===== src/rtl/spawn_sched_pkg.sv =====
// -----------------------------------------------------------------------------
// spawn_sched_pkg
// Shared types and constants for the enemy spawn scheduler.
//   state_e   : scheduler FSM states
//   NUM_SLOTS : number of enemy slots arbitrated round-robin
//   DEC_W     : width of the timer-period decrement sent to timer_cluster
//   WAVE_W    : width of the completed-wave counter
//   DROP_W    : width of the optional dropped-tick counter
//   slot_add  : slot index arithmetic modulo NUM_SLOTS
// -----------------------------------------------------------------------------
package spawn_sched_pkg;

    typedef enum logic [1:0] {
        IDLE      = 2'd0,
        WAIT_TICK = 2'd1,
        OFFER     = 2'd2,
        PAUSE     = 2'd3
    } state_e;

    localparam int NUM_SLOTS = 3;
    localparam int DEC_W     = 31;
    localparam int WAVE_W    = 8;
    localparam int DROP_W    = 16;

    // (s + k) mod NUM_SLOTS, for slot indices that are already in range.
    function automatic logic [1:0] slot_add(input logic [1:0] s, input int unsigned k);
        logic [31:0] t;
        t = (32'(s) + k) % 32'(NUM_SLOTS);
        return t[1:0];
    endfunction

endpackage


===== src/rtl/rr_slot_picker.sv =====
// -----------------------------------------------------------------------------
// rr_slot_picker
// Purely combinational round-robin slot selector. Scans the slots starting
// one past the most recent grant and returns the first one that is free.
// Ports:
//   slot_busy  in  NUM_SLOTS  occupied flags per slot
//   last_grant in  2          slot granted most recently
//   any_free   out 1          at least one slot is free
//   pick       out 2          first free slot in round-robin order
// -----------------------------------------------------------------------------
module rr_slot_picker
    import spawn_sched_pkg::*;
(
    input  logic [NUM_SLOTS-1:0] slot_busy,
    input  logic [1:0]           last_grant,
    output logic                 any_free,
    output logic [1:0]           pick
);

    // cand[k] is the (k+1)-th slot after last_grant; priority follows k.
    logic [1:0]           cand [NUM_SLOTS];
    logic [NUM_SLOTS-1:0] cand_free;

    generate
        for (genvar gi = 0; gi < NUM_SLOTS; gi++) begin : g_cand
            assign cand[gi]      = slot_add(last_grant, gi + 1);
            assign cand_free[gi] = !slot_busy[cand[gi]];
        end
    endgenerate

    always_comb begin
        any_free = |cand_free;
        if (cand_free[0]) begin
            pick = cand[0];
        end else if (cand_free[1]) begin
            pick = cand[1];
        end else begin
            pick = cand[2];
        end
    end

endmodule


===== src/rtl/enemy_spawn_scheduler.sv =====
// -----------------------------------------------------------------------------
// enemy_spawn_scheduler
// Turns the timer cluster's random-address tick into spawn offers for the
// enemy slots. Each accepted tick is granted round-robin to a free slot and
// presented on a valid/ready handshake. Spawns are grouped into waves of
// WAVE_SIZE; after each wave the timer decrement `dec` grows by DEC_STEP
// (saturating at DEC_MAX) and PAUSE_TICKS ticks are swallowed.
//
// Optional feature macro: SPAWN_DROP_CNT_EN
//   When defined, adds drop_cnt, a saturating count of ticks dropped in
//   WAIT_TICK (all slots busy) or OFFER. Cleared on reset and on start.
//
// Ports:
//   clk          in   1            clock
//   rst          in   1            asynchronous, active-low reset
//   start        in   1            game-start pulse
//   stop         in   1            game-stop pulse (wins over start)
//   tick         in   1            spawn tick
//   tick_adr     in   ADRESSWIDTH  start address, valid with tick
//   slot_done    in   3            per-slot release pulses
//   spawn_ready  in   1            enemy datapath accepts the offer
//   spawn_valid  out  1            offer valid
//   spawn_slot   out  2            granted slot
//   spawn_adr    out  ADRESSWIDTH  start address of the offer
//   slot_busy    out  3            slot occupied flags
//   dec          out  31           timer period decrement
//   wave_num     out  8            completed waves, saturating
//   running      out  1            scheduler not idle
//   drop_cnt     out  16           dropped ticks (SPAWN_DROP_CNT_EN only)
// -----------------------------------------------------------------------------
module enemy_spawn_scheduler
    import spawn_sched_pkg::*;
#(
    parameter int ADRESSWIDTH = 8,
    parameter int WAVE_SIZE   = 8,
    parameter int DEC_STEP    = 10_000,
    parameter int DEC_MAX     = 60_000_000,
    parameter int PAUSE_TICKS = 4
) (
    input  logic                   clk,
    input  logic                   rst,
    input  logic                   start,
    input  logic                   stop,
    input  logic                   tick,
    input  logic [ADRESSWIDTH-1:0] tick_adr,
    input  logic [NUM_SLOTS-1:0]   slot_done,
    input  logic                   spawn_ready,
    output logic                   spawn_valid,
    output logic [1:0]             spawn_slot,
    output logic [ADRESSWIDTH-1:0] spawn_adr,
    output logic [NUM_SLOTS-1:0]   slot_busy,
    output logic [DEC_W-1:0]       dec,
    output logic [WAVE_W-1:0]      wave_num,
    output logic                   running
`ifdef SPAWN_DROP_CNT_EN
    ,
    output logic [DROP_W-1:0]      drop_cnt
`endif
);

    localparam int WC_W = $clog2(WAVE_SIZE + 1);
    localparam int PC_W = $clog2(PAUSE_TICKS + 1);

    localparam logic [WC_W-1:0]  WAVE_LAST  = WC_W'(WAVE_SIZE - 1);
    localparam logic [PC_W-1:0]  PAUSE_LAST = PC_W'(PAUSE_TICKS - 1);
    localparam logic [DEC_W-1:0] DEC_MAX_V  = DEC_W'(DEC_MAX);
    localparam logic [DEC_W-1:0] DEC_STEP_V = DEC_W'(DEC_STEP);
    // Above this value one more step would overshoot the ceiling.
    localparam logic [DEC_W-1:0] DEC_LIM_V  = DEC_W'(DEC_MAX - DEC_STEP);

    state_e                 state_q, state_d;
    logic [1:0]             slot_q, slot_d;
    logic [ADRESSWIDTH-1:0] adr_q, adr_d;
    logic [1:0]             last_grant_q, last_grant_d;
    logic [NUM_SLOTS-1:0]   slot_busy_q, slot_busy_d;
    logic [DEC_W-1:0]       dec_q, dec_d;
    logic [WAVE_W-1:0]      wave_num_q, wave_num_d;
    logic [WC_W-1:0]        wave_cnt_q, wave_cnt_d;
    logic [PC_W-1:0]        pause_cnt_q, pause_cnt_d;
    logic                   spawn_valid_q, spawn_valid_d;
    logic                   running_q, running_d;

    logic                   accept;
    logic                   clear_busy;
    logic                   any_free;
    logic [1:0]             pick;

    rr_slot_picker u_picker (
        .slot_busy  (slot_busy_q),
        .last_grant (last_grant_q),
        .any_free   (any_free),
        .pick       (pick)
    );

    always_comb begin
        state_d      = state_q;
        slot_d       = slot_q;
        adr_d        = adr_q;
        last_grant_d = last_grant_q;
        dec_d        = dec_q;
        wave_num_d   = wave_num_q;
        wave_cnt_d   = wave_cnt_q;
        pause_cnt_d  = pause_cnt_q;
        accept       = 1'b0;
        clear_busy   = 1'b0;

        if (state_q != IDLE && stop) begin
            // Stop overrides everything, including a same-cycle handshake.
            state_d     = IDLE;
            pause_cnt_d = '0;
            clear_busy  = 1'b1;
        end else begin
            case (state_q)
                IDLE: begin
                    if (start && !stop) begin
                        state_d     = WAIT_TICK;
                        dec_d       = '0;
                        wave_num_d  = '0;
                        wave_cnt_d  = '0;
                        pause_cnt_d = '0;
                        clear_busy  = 1'b1;
                    end
                end
                WAIT_TICK: begin
                    if (tick && any_free) begin
                        slot_d  = pick;
                        adr_d   = tick_adr;
                        state_d = OFFER;
                    end
                end
                OFFER: begin
                    if (spawn_ready) begin
                        accept       = 1'b1;
                        last_grant_d = slot_q;
                        if (wave_cnt_q == WAVE_LAST) begin
                            wave_cnt_d = '0;
                            wave_num_d = (wave_num_q == '1) ? wave_num_q : wave_num_q + 1'b1;
                            dec_d      = (dec_q > DEC_LIM_V) ? DEC_MAX_V : dec_q + DEC_STEP_V;
                            state_d    = PAUSE;
                        end else begin
                            wave_cnt_d = wave_cnt_q + 1'b1;
                            state_d    = WAIT_TICK;
                        end
                    end
                end
                PAUSE: begin
                    if (tick) begin
                        if (pause_cnt_q == PAUSE_LAST) begin
                            pause_cnt_d = '0;
                            state_d     = WAIT_TICK;
                        end else begin
                            pause_cnt_d = pause_cnt_q + 1'b1;
                        end
                    end
                end
                default: state_d = IDLE;
            endcase
        end

        spawn_valid_d = (state_d == OFFER);
        running_d     = (state_d != IDLE);
    end

    // Per-slot occupancy: a grant in the same cycle as slot_done keeps the
    // slot busy, since the new enemy is the one that now owns it.
    generate
        for (genvar gi = 0; gi < NUM_SLOTS; gi++) begin : g_busy
            assign slot_busy_d[gi] = clear_busy                     ? 1'b0 :
                                     (accept && slot_q == 2'(gi))   ? 1'b1 :
                                     slot_done[gi]                  ? 1'b0 :
                                                                      slot_busy_q[gi];
        end
    endgenerate

    always_ff @(posedge clk or negedge rst) begin
        if (!rst) begin
            state_q       <= IDLE;
            slot_q        <= '0;
            adr_q         <= '0;
            last_grant_q  <= 2'd2;
            slot_busy_q   <= '0;
            dec_q         <= '0;
            wave_num_q    <= '0;
            wave_cnt_q    <= '0;
            pause_cnt_q   <= '0;
            spawn_valid_q <= 1'b0;
            running_q     <= 1'b0;
        end else begin
            state_q       <= state_d;
            slot_q        <= slot_d;
            adr_q         <= adr_d;
            last_grant_q  <= last_grant_d;
            slot_busy_q   <= slot_busy_d;
            dec_q         <= dec_d;
            wave_num_q    <= wave_num_d;
            wave_cnt_q    <= wave_cnt_d;
            pause_cnt_q   <= pause_cnt_d;
            spawn_valid_q <= spawn_valid_d;
            running_q     <= running_d;
        end
    end

`ifdef SPAWN_DROP_CNT_EN
    logic              drop_event;
    logic [DROP_W-1:0] drop_cnt_q, drop_cnt_d;

    // Ticks lost for lack of a slot or because an offer is pending; ticks
    // swallowed by the inter-wave pause are intentional and not counted.
    assign drop_event = tick && !stop &&
                        ((state_q == WAIT_TICK && !any_free) || state_q == OFFER);

    always_comb begin
        drop_cnt_d = drop_cnt_q;
        if (state_q == IDLE && start && !stop) begin
            drop_cnt_d = '0;
        end else if (drop_event && drop_cnt_q != '1) begin
            drop_cnt_d = drop_cnt_q + 1'b1;
        end
    end

    always_ff @(posedge clk or negedge rst) begin
        if (!rst) begin
            drop_cnt_q <= '0;
        end else begin
            drop_cnt_q <= drop_cnt_d;
        end
    end

    assign drop_cnt = drop_cnt_q;
`endif

    assign spawn_valid = spawn_valid_q;
    assign spawn_slot  = slot_q;
    assign spawn_adr   = adr_q;
    assign slot_busy   = slot_busy_q;
    assign dec         = dec_q;
    assign wave_num    = wave_num_q;
    assign running     = running_q;

endmodule


===== config.mk =====
export PLATFORM = sky130hd
export DESIGN_NAME = enemy_spawn_scheduler
export DESIGN_NICKNAME = d
export VERILOG_FILES = /design/src/rtl/spawn_sched_pkg.sv /design/src/rtl/rr_slot_picker.sv /design/src/rtl/enemy_spawn_scheduler.sv
export SDC_FILE = /design/constraint.sdc
export NUM_CORES = 1
export LEC_CHECK = 0
export CAP_MARGIN = 30
export CORE_AREA = 2 2 111 113
export DETAILED_ROUTE_END_ITERATION = 8
export DIE_AREA = 0 0 113 115
export SLEW_MARGIN = 5
export SYNTH_ARGS = -nofsm -noshare
export SYNTH_HDL_FRONTEND = slang
export SYNTH_SLANG_ARGS = --single-unit

===== constraint.sdc =====
create_clock -name clk -period 2.98 [get_ports clk]
set_input_delay 0.596 -clock clk [delete_from_list [all_inputs] [get_ports clk]]
set_output_delay 0.596 -clock clk [all_outputs]
set_load 0.05 [all_outputs]

* Word-level counts from Yosys, hierarchy flattened
Index checks and enable logic that the tools add are counted.
** Word-level totals
- Flip-flop bits (word level) :: 65
- Logic and storage cells :: 119
** Operators by class
- $add $sub $neg :: 7
- Div/mod/pow operators :: 3
- $lt $le $gt $ge :: 4
- Eq/ne operators :: 15
- Muxes and demuxes :: 50
- Bitwise logic cells :: 1
- Reduce and logical (&&, ||, !) cells :: 26
** Operators with widths (count)
- $mux W31 :: 4
- $mod A32 B2 Y32 const B :: 3
- $pmux W31 S2 :: 1
- $mux W8 :: 4
- $add A31 B14 Y31 const B :: 1
- $gt A31 B26 Y1 const B :: 1
- $mux W1 :: 18
- $mux W2 :: 9
- $pmux W8 S2 :: 1
- $mux W3 :: 4
- $mux W4 :: 3
- $reduce_bool A3 Y1 :: 4
- $lt A2 B3 Y1 const B :: 3
- $reduce_and A3 Y1 :: 3
- $add A8 B1 Y8 const B :: 1
- $eq A2 B2 Y1 const B :: 4
- $eq A8 B8 Y1 const B :: 1
- $ne A2 B2 Y1 const B :: 4
- $pmux W2 S4 :: 1
- $pmux W4 S2 :: 1
- $add A2 B2 Y3 const B :: 2
- $bmux W1 S2 :: 3
- $logic_and A1 B1 Y1 :: 6
- $ne A3 B3 Y1 const B :: 2
- 15 further kinds :: 22

* Longest topological paths before layout
- Word-level depth :: 11
- Mapped depth :: 8
- Depth with buffers taken out :: 7

* Hierarchy
A second synthesis with hierarchy kept.
** Second synthesis, totals
- Cell total of the unflattened synthesis :: 331
- Area, all modules :: 3276.9 um^2
** Modules (own cells, without submodules)
- enemy_spawn_scheduler :: times used 1, cells an instance 313, area each 3151.8 um^2, seq. area each 1527.7 um^2
- rr_slot_picker :: times used 1, cells an instance 18, area each 125.1 um^2, seq. area each 0.0 um^2

* Worst setup path before layout
No wires, ideal clock.
- Path type :: register to register
- Start point :: register dec_q[4] (netlist: dec[4])
- End point :: register dec_q[11] (netlist: dec[11])
- Setup time :: 0.086 ns
- Arrival :: 2.050 ns
- Required time :: 2.894 ns
- Setup slack :: 0.844 ns
- Cell stages (with the launch flop) :: 8
- Period minus slack after synthesis :: 2.136 ns
- Path through :: dfrtp_1 > ha_1 > nand3_1 > nor4_1 > a21oi_1 > o21a_1 > buf_4 > nor3_1
** On the way
- Cells in the longest elaborated chain, start to end :: 5
** RTL lines
- start: declaration :: line enemy_spawn_scheduler.sv:76 : logic [DEC_W-1:0] dec_q, dec_d;
- start signal: assignment :: line enemy_spawn_scheduler.sv:182 : dec_q <= '0;
- start signal: assignment :: line enemy_spawn_scheduler.sv:194 : dec_q <= dec_d;
- $add A31 B14 Y31 / $gt A31 B26 Y1 (equally long branches) :: line enemy_spawn_scheduler.sv:138 : dec_d = (dec_q > DEC_LIM_V) ? DEC_MAX_V : dec_q + DEC_STEP_V;
- $mux W31 (*) :: line enemy_spawn_scheduler.sv:138
- $mux W31 (*) :: line enemy_spawn_scheduler.sv:135 : if (wave_cnt_q == WAVE_LAST) begin
- $mux W31 (*) :: line enemy_spawn_scheduler.sv:132 : if (spawn_ready) begin
- $pmux W31 S2 (*) :: line enemy_spawn_scheduler.sv:113 : case (state_q)
Every way passes the cells marked *; elsewhere a longest branch is shown, timed or not. The select of a mux whose other input is x is not followed.
A chain may end at the register's enable or synchronous reset.

* Worst setup path after layout
- Start point :: input port stop
- End point :: register dec_q[26] (netlist: dec[26])
** On the way
- Cells in the longest elaborated chain, start to end :: 4
** RTL lines
- start: declaration :: line enemy_spawn_scheduler.sv:43 : input logic stop,
- $logic_not A1 Y1 :: line enemy_spawn_scheduler.sv:115 : if (start && !stop) begin
- $logic_and A1 B1 Y1 :: line enemy_spawn_scheduler.sv:115
- $ne A2 B2 Y1 (no line)
- $reduce_and A5 Y1 (no line) (*)
Every way passes the cells marked *; elsewhere a longest branch is shown, timed or not.

==> flow_summary.toml <==
[synthesis]
synth-seq-cells = 61
ys.flop_type = "dfrtp_1"
syn_area_per_cell_sq_um = 9.31
synth_seq_area_share_pct = 42.4
synth_edf_count = 0
netlist_instances = 387
netlist-cell-type-count = 64
yosys_warnings = 0
netlist_area_sq_um = 3600
async_flop_share_pct = 100

[floorplanning]
die_area_sq_um = 13000
core-area_sq_um = 11800
fp.dieH_um = 115
initial_core_util_pct = 30.5
std_cell_rows = 40
ios = 71
die_x_um = 113

[timing]
tightest_slew_ns = 0.663
setup_viol = 0
slew_headroom_pct = 55.5
fin_worst_skew_ns = 0.00672
rsz0062_at_grt = "false"
fmax_mhz = 418
min_period_ns = 2.39
slew_violations = 0
setup_tns_ns = 0
fin_crit_sh_pct = 80.2
hold_viol = 0

[route]
wl_met1_um = 4010
dr.first_iter.drc_count = 111
vias = 3155
wl_met2_um = 4660
avgViaCountPerCell = 5.20
topRoutingLayerUsed = "met4"
first_pass_iters = 6
wl_um = 9180
drc_errors = 5
route.met3.wl_um = 352
final_antenna_net_count = 0
wl_per_cell_um = 15.1

[global_routing]
grt_max_degree = 26
grtUsageTotal_pct = 14.5
grt_pass1_wl_um = 15200
gr-total-overflow = 0
grt_pass1_vias = 3078
antenna_found_initial = 0

[cells_and_area]
fill_cells = 1157
final-instance-count-excl-fill = 607
fin_util_pct = 40.0
multi_input_area_sq_um = 1930
layout_commonest_cell = "clkdlybuf4s50_1"
nets = 480
area_delta_synth_final_pct = 31.2
regArea_sq_um = 1530
final_cell_mix = "65 x clkdlybuf4s50_1, 60 x dfrtp_1, 34 x nor3_1, 30 x nor2_1, 27 x nand2_1"
drive_gt1_share_pct = 10.7
antenna_cells = 0

[clock_tree]
clk_latency_ns = 0.33
cts.path.max_buffers = 2
ctsResizeCount = 0
clockRootBuffer = "clkbuf_16"
clk_pin_slew_ns = 0.05
cts_hold_buffers = 0
clock_sinks = 61
cts_setup_buffers = 0
cts_tree = "yes"
htree_levels = 3
numCtsBuffers = 9

[flow_run]
maxCapViolCount = 0

[worst_setup_path]
worstSetupPathType = "input pin to register"
crit_slowest_cell = "clkdlybuf4s50_1"
worst_setup_path_start_kind = "input pin"
cp.required_ns = 3.21
slowest_delay_ns = 0.63
worstPathArrival_ns = 2.62
worst_path_most_repeated_cell = "buf_4"
worstPathCellList = "clkdlybuf4s50_1 > nor4bb_1 > buf_4 > a21oi_4 > a21oi_1 > o21a_1 > buf_4 > nor3_1"
cp_max_fo = 15
end_kind = "register"

[hold_path]
hp-class = "input pin to asynchronous set/reset pin"

[status]
status = "finished with violations"
violations = "DRC"

[power_and_ir_drop]
ir_drop_v = 0.000253
power.density_nw_per_um2 = 703
p_leak_nw = 1.96

[placement]
io_buffer_count = 66
hpwl_um = 6660
place_inst = 591
gp_congestion = 0.878
==> sequential cells by signal, indices dropped and copies added, names as in the netlist <==
name          flops
spawn_valid       1
spawn_slot        2
pause_cnt_q       3
slot_busy         3
wave_num          8
dec              27
last_grant_q      2
spawn_adr         8
state_q           2
running           1
wave_cnt_q        4
==> cells in the mapped netlist, types with 8 or more instances <==
cell type	number	area, sq um
xor2_1	11	96.3
dfrtp_1	60	1500
nand4_1	13	81.3
a21oi_1	21	105
inv_1	9	33.8
nand3_1	22	110
nand2_1	27	101
nor2_1	30	113
ha_1	8	100
clkbuf_1	9	33.8
mux2_2	8	90.1
nor2b_1	8	50.1
o21ai_0	15	75.1
nor3_1	34	170
xnor2_1	10	87.6
nand2b_1	8	50.1
==> stage by stage <==
| step | instance area (sq um) | total power [mW] | hold WS (ns) | worst slack (ns) |
|---|---|---|---|---|
| 2_1_floorplan | 3610 | 1.89 | 0.300 | 0.844 |
| 3_3_place_gp | 4410 | 2.22 | 0.474 | 0.338 |
| 3_5_place_dp | 4410 | 2.25 | 0.489 | 0.248 |
| 4_1_cts | 4730 | 3.35 | 0.277 | 0.568 |
| 5_1_grt | 4730 | 3.50 | 0.306 | 0.408 |
| 6_report | 4730 | 3.32 | 0.264 | 0.590 |
==> logic make-up after synthesis <==
| group | Yosys count | synth area share [%] |
|---|---|---|
| compound gates | 75 | 14.1 |
| flops | 61 | 42.4 |
| simple gates | 178 | 27.7 |
| other cells | 1 | 0.104 |
| fa+ha+maj | 8 | 2.78 |
| xor+xnor | 21 | 5.10 |
| mux | 11 | 3.33 |
| buf+inv | 32 | 4.44 |
==> routing by layer <==
layer  up-vias  global-route usage, %
met5         -                      0
li1       1547                      -
met4         0                   6.99
met1      1529                   17.9
met3        12                   2.27
met2        67                   25.0
==> critical path, delay by kind of cell <==
family	cells	cell delay [ns]
compound gates	3	0.72
simple gates	2	0.32
buf+inv	3	0.99
==> worst paths after layout <==
check | from | to | slack [ns] | depth (start not counted)
max | stop | dec[26] | 0.59 | 8
min | rst | dec[6] | 0.26 | 1
max reg2reg | last_grant_q[1] | spawn_adr[7] | 0.64 | 7
min reg2reg | pause_cnt_q[2] | pause_cnt_q[2] | 0.49 | 1
max in group asynchronous | rst | last_grant_q[1] | 1.99 | 2
min in group clk | pause_cnt_q[2] | pause_cnt_q[2] | 0.49 | 1
==> report_power, final <==
part,switching [mW],internal [mW]
logic,0.712,0.411
clock network,0.364,0.729
registers,0.152,0.953
total,1.23,2.09
==> cell type report <==
type                    instances  area share, %
clock buffers                  10           4.84
inverters                       9          0.715
clock inverters                 6           1.85
well taps                     147           3.89
flip-flops and latches         61           32.3
repair buffers                 77           15.6
multi-input cells             297           40.8
(Power assumes the default switching activity.)
==> RTL change: new RTL, config.mk and constraints unchanged <==
Change the parameter `DEC_STEP` from 10_000 to 5_000.
--- a/src/rtl/enemy_spawn_scheduler.sv
+++ b/src/rtl/enemy_spawn_scheduler.sv
@@ -33,7 +33,7 @@
 #(
     parameter int ADRESSWIDTH = 8,
     parameter int WAVE_SIZE   = 8,
-    parameter int DEC_STEP    = 10_000,
+    parameter int DEC_STEP    = 5_000,
     parameter int DEC_MAX     = 60_000_000,
     parameter int PAUSE_TICKS = 4
 ) (
Formal check against the unedited RTL: same outputs for any inputs over 4 cycles, from zero or initial values and one cycle with rst low; that may be too few to reach the edited logic, so the function may still have changed.
==> RTL change against the unedited design <==
  * The run still ends with design-rule violations left
  * Worst setup slack worse by 0.18 ns
  * Routed wire length fell by 0.95%
  * Sequential cell count grew 1
  * Cell area down 1.2%
  * Synthesized cell count shrank 2.6%
  * Area after synthesis decreased by 4.7%
  * Power shrank 4.2%
  * First-iteration DRC count is 79% higher
  * Critical endpoint unchanged
  * Highest routed layer unchanged
==> RTL change: results (changes against the unedited design) <==
status = finished with violations (unchanged)
failing checks = design-rule violations (unchanged)
Leak Pwr = 2.02 nW (was 1.96 nW)
Critical Path Fanout Max = 9 (was 15)
number of global-route vias before repair = 2995 (was 3078)
share of layout cells above drive strength 1 = 10.3% (was 10.7%)
Commonest cells post-synth = dfrtp_1, nand2_1, nor2_1 (was dfrtp_1, nor3_1, nor2_1)
DR pass1 iterations = 7 (was 6)
multiplexer share of the synthesized area = 3.50% (was 3.33%)
Least-Margin Pin Slew = 0.751 ns (was 0.663 ns)
pre-CTS setup slack = 0.264 ns (was 0.248 ns)
pin count of the biggest net entering global routing = 37 (was 26)
metal1 wirelength = 4.32 mm (was 4.01 mm)
DRC Markers = 2 (was 5)
DR vias/cell = 5.22 (was 5.20)
RePlAce Congestion = 0.802 (was 0.878)
vias = 3157 (was 3155)
WL met3 = 423 um (was 352 um)
crit path DAT = 2.83 ns (was 2.62 ns)
post-synthesis xor/xnor area fraction = 2.55% (was 5.10%)
# fillers = 1181 (was 1157)
Nets = 478 (was 480)
GRT Util Overall = 14.2% (was 14.5%)
number of port buffers = 67 (was 66)
M2 GR Usage = 22.6% (was 25.0%)
Placed Area = 4320 sq um (was 4410 sq um)
Largest stage delay, worst path = 0.49 ns (was 0.63 ns)
first-pass GRT wire length = 14.8 mm (was 15.2 mm)
family with the most delay on the worst path = compound AO/OA/AOI/OAI gates (was buffers and inverters)
post-synthesis sequential area ratio = 45.2% (was 42.4%)
CP max stage cell = a2111o_1 (was clkdlybuf4s50_1)
Synth Area per Inst = 9.11 sq um (was 9.31 sq um)
==> RTL change: final cells by class <==
| type | count | share of cell area [%] |
|---|---|---|
| flip-flops and latches | 62 | 33.3 |
| clock buffers | 9 | 4.82 |
| repair buffers | 81 | 16.8 |
| clock inverters | 7 | 2.63 |
| inverters | 14 | 1.13 |
| multi-input cells | 285 | 37.5 |
| well taps | 147 | 3.94 |
==> RTL change: kinds of logic (layout without fill, tap and decap cells) <==
| logic type | count (synthesis) | count (layout) |
|---|---|---|
| buffers and inverters | 32 | 111 |
| multiplexers | 11 | 11 |
| XOR/XNOR | 10 | 10 |
| other | 1 | 3 |
| AO/OA/AOI/OAI | 92 | 92 |
| adder cells (fa/ha/maj) | 8 | 8 |
| AND/OR/NAND/NOR | 161 | 161 |
| flip-flops | 62 | 62 |
==> RTL change: path summary, 6_finish.rpt <==
check	cells after the start	slack (ns)	end	startpoint
max in group asynchronous	2	2.06	dec[7]$_DFFE_PN0P_	rst
worst min register to register	1	0.49	pause_cnt_q[2]$_DFFE_PN0P_	pause_cnt_q[2]$_DFFE_PN0P_
min in group clk	1	0.49	pause_cnt_q[2]$_DFFE_PN0P_	pause_cnt_q[2]$_DFFE_PN0P_
worst max register to register	7	0.41	dec[26]$_DFFE_PN0P_	dec[19]$_DFFE_PN0P_
worst max-delay path	7	0.41	dec[26]$_DFFE_PN0P_	dec[19]$_DFFE_PN0P_
worst min-delay path	1	0.29	spawn_adr[2]$_DFFE_PN0P_	rst
==> RTL change: where the power goes <==
group | internal (mW) | switching [mW]
registers | 0.943 | 0.102
clock network | 0.819 | 0.394
logic | 0.341 | 0.584
total | 2.10 | 1.08
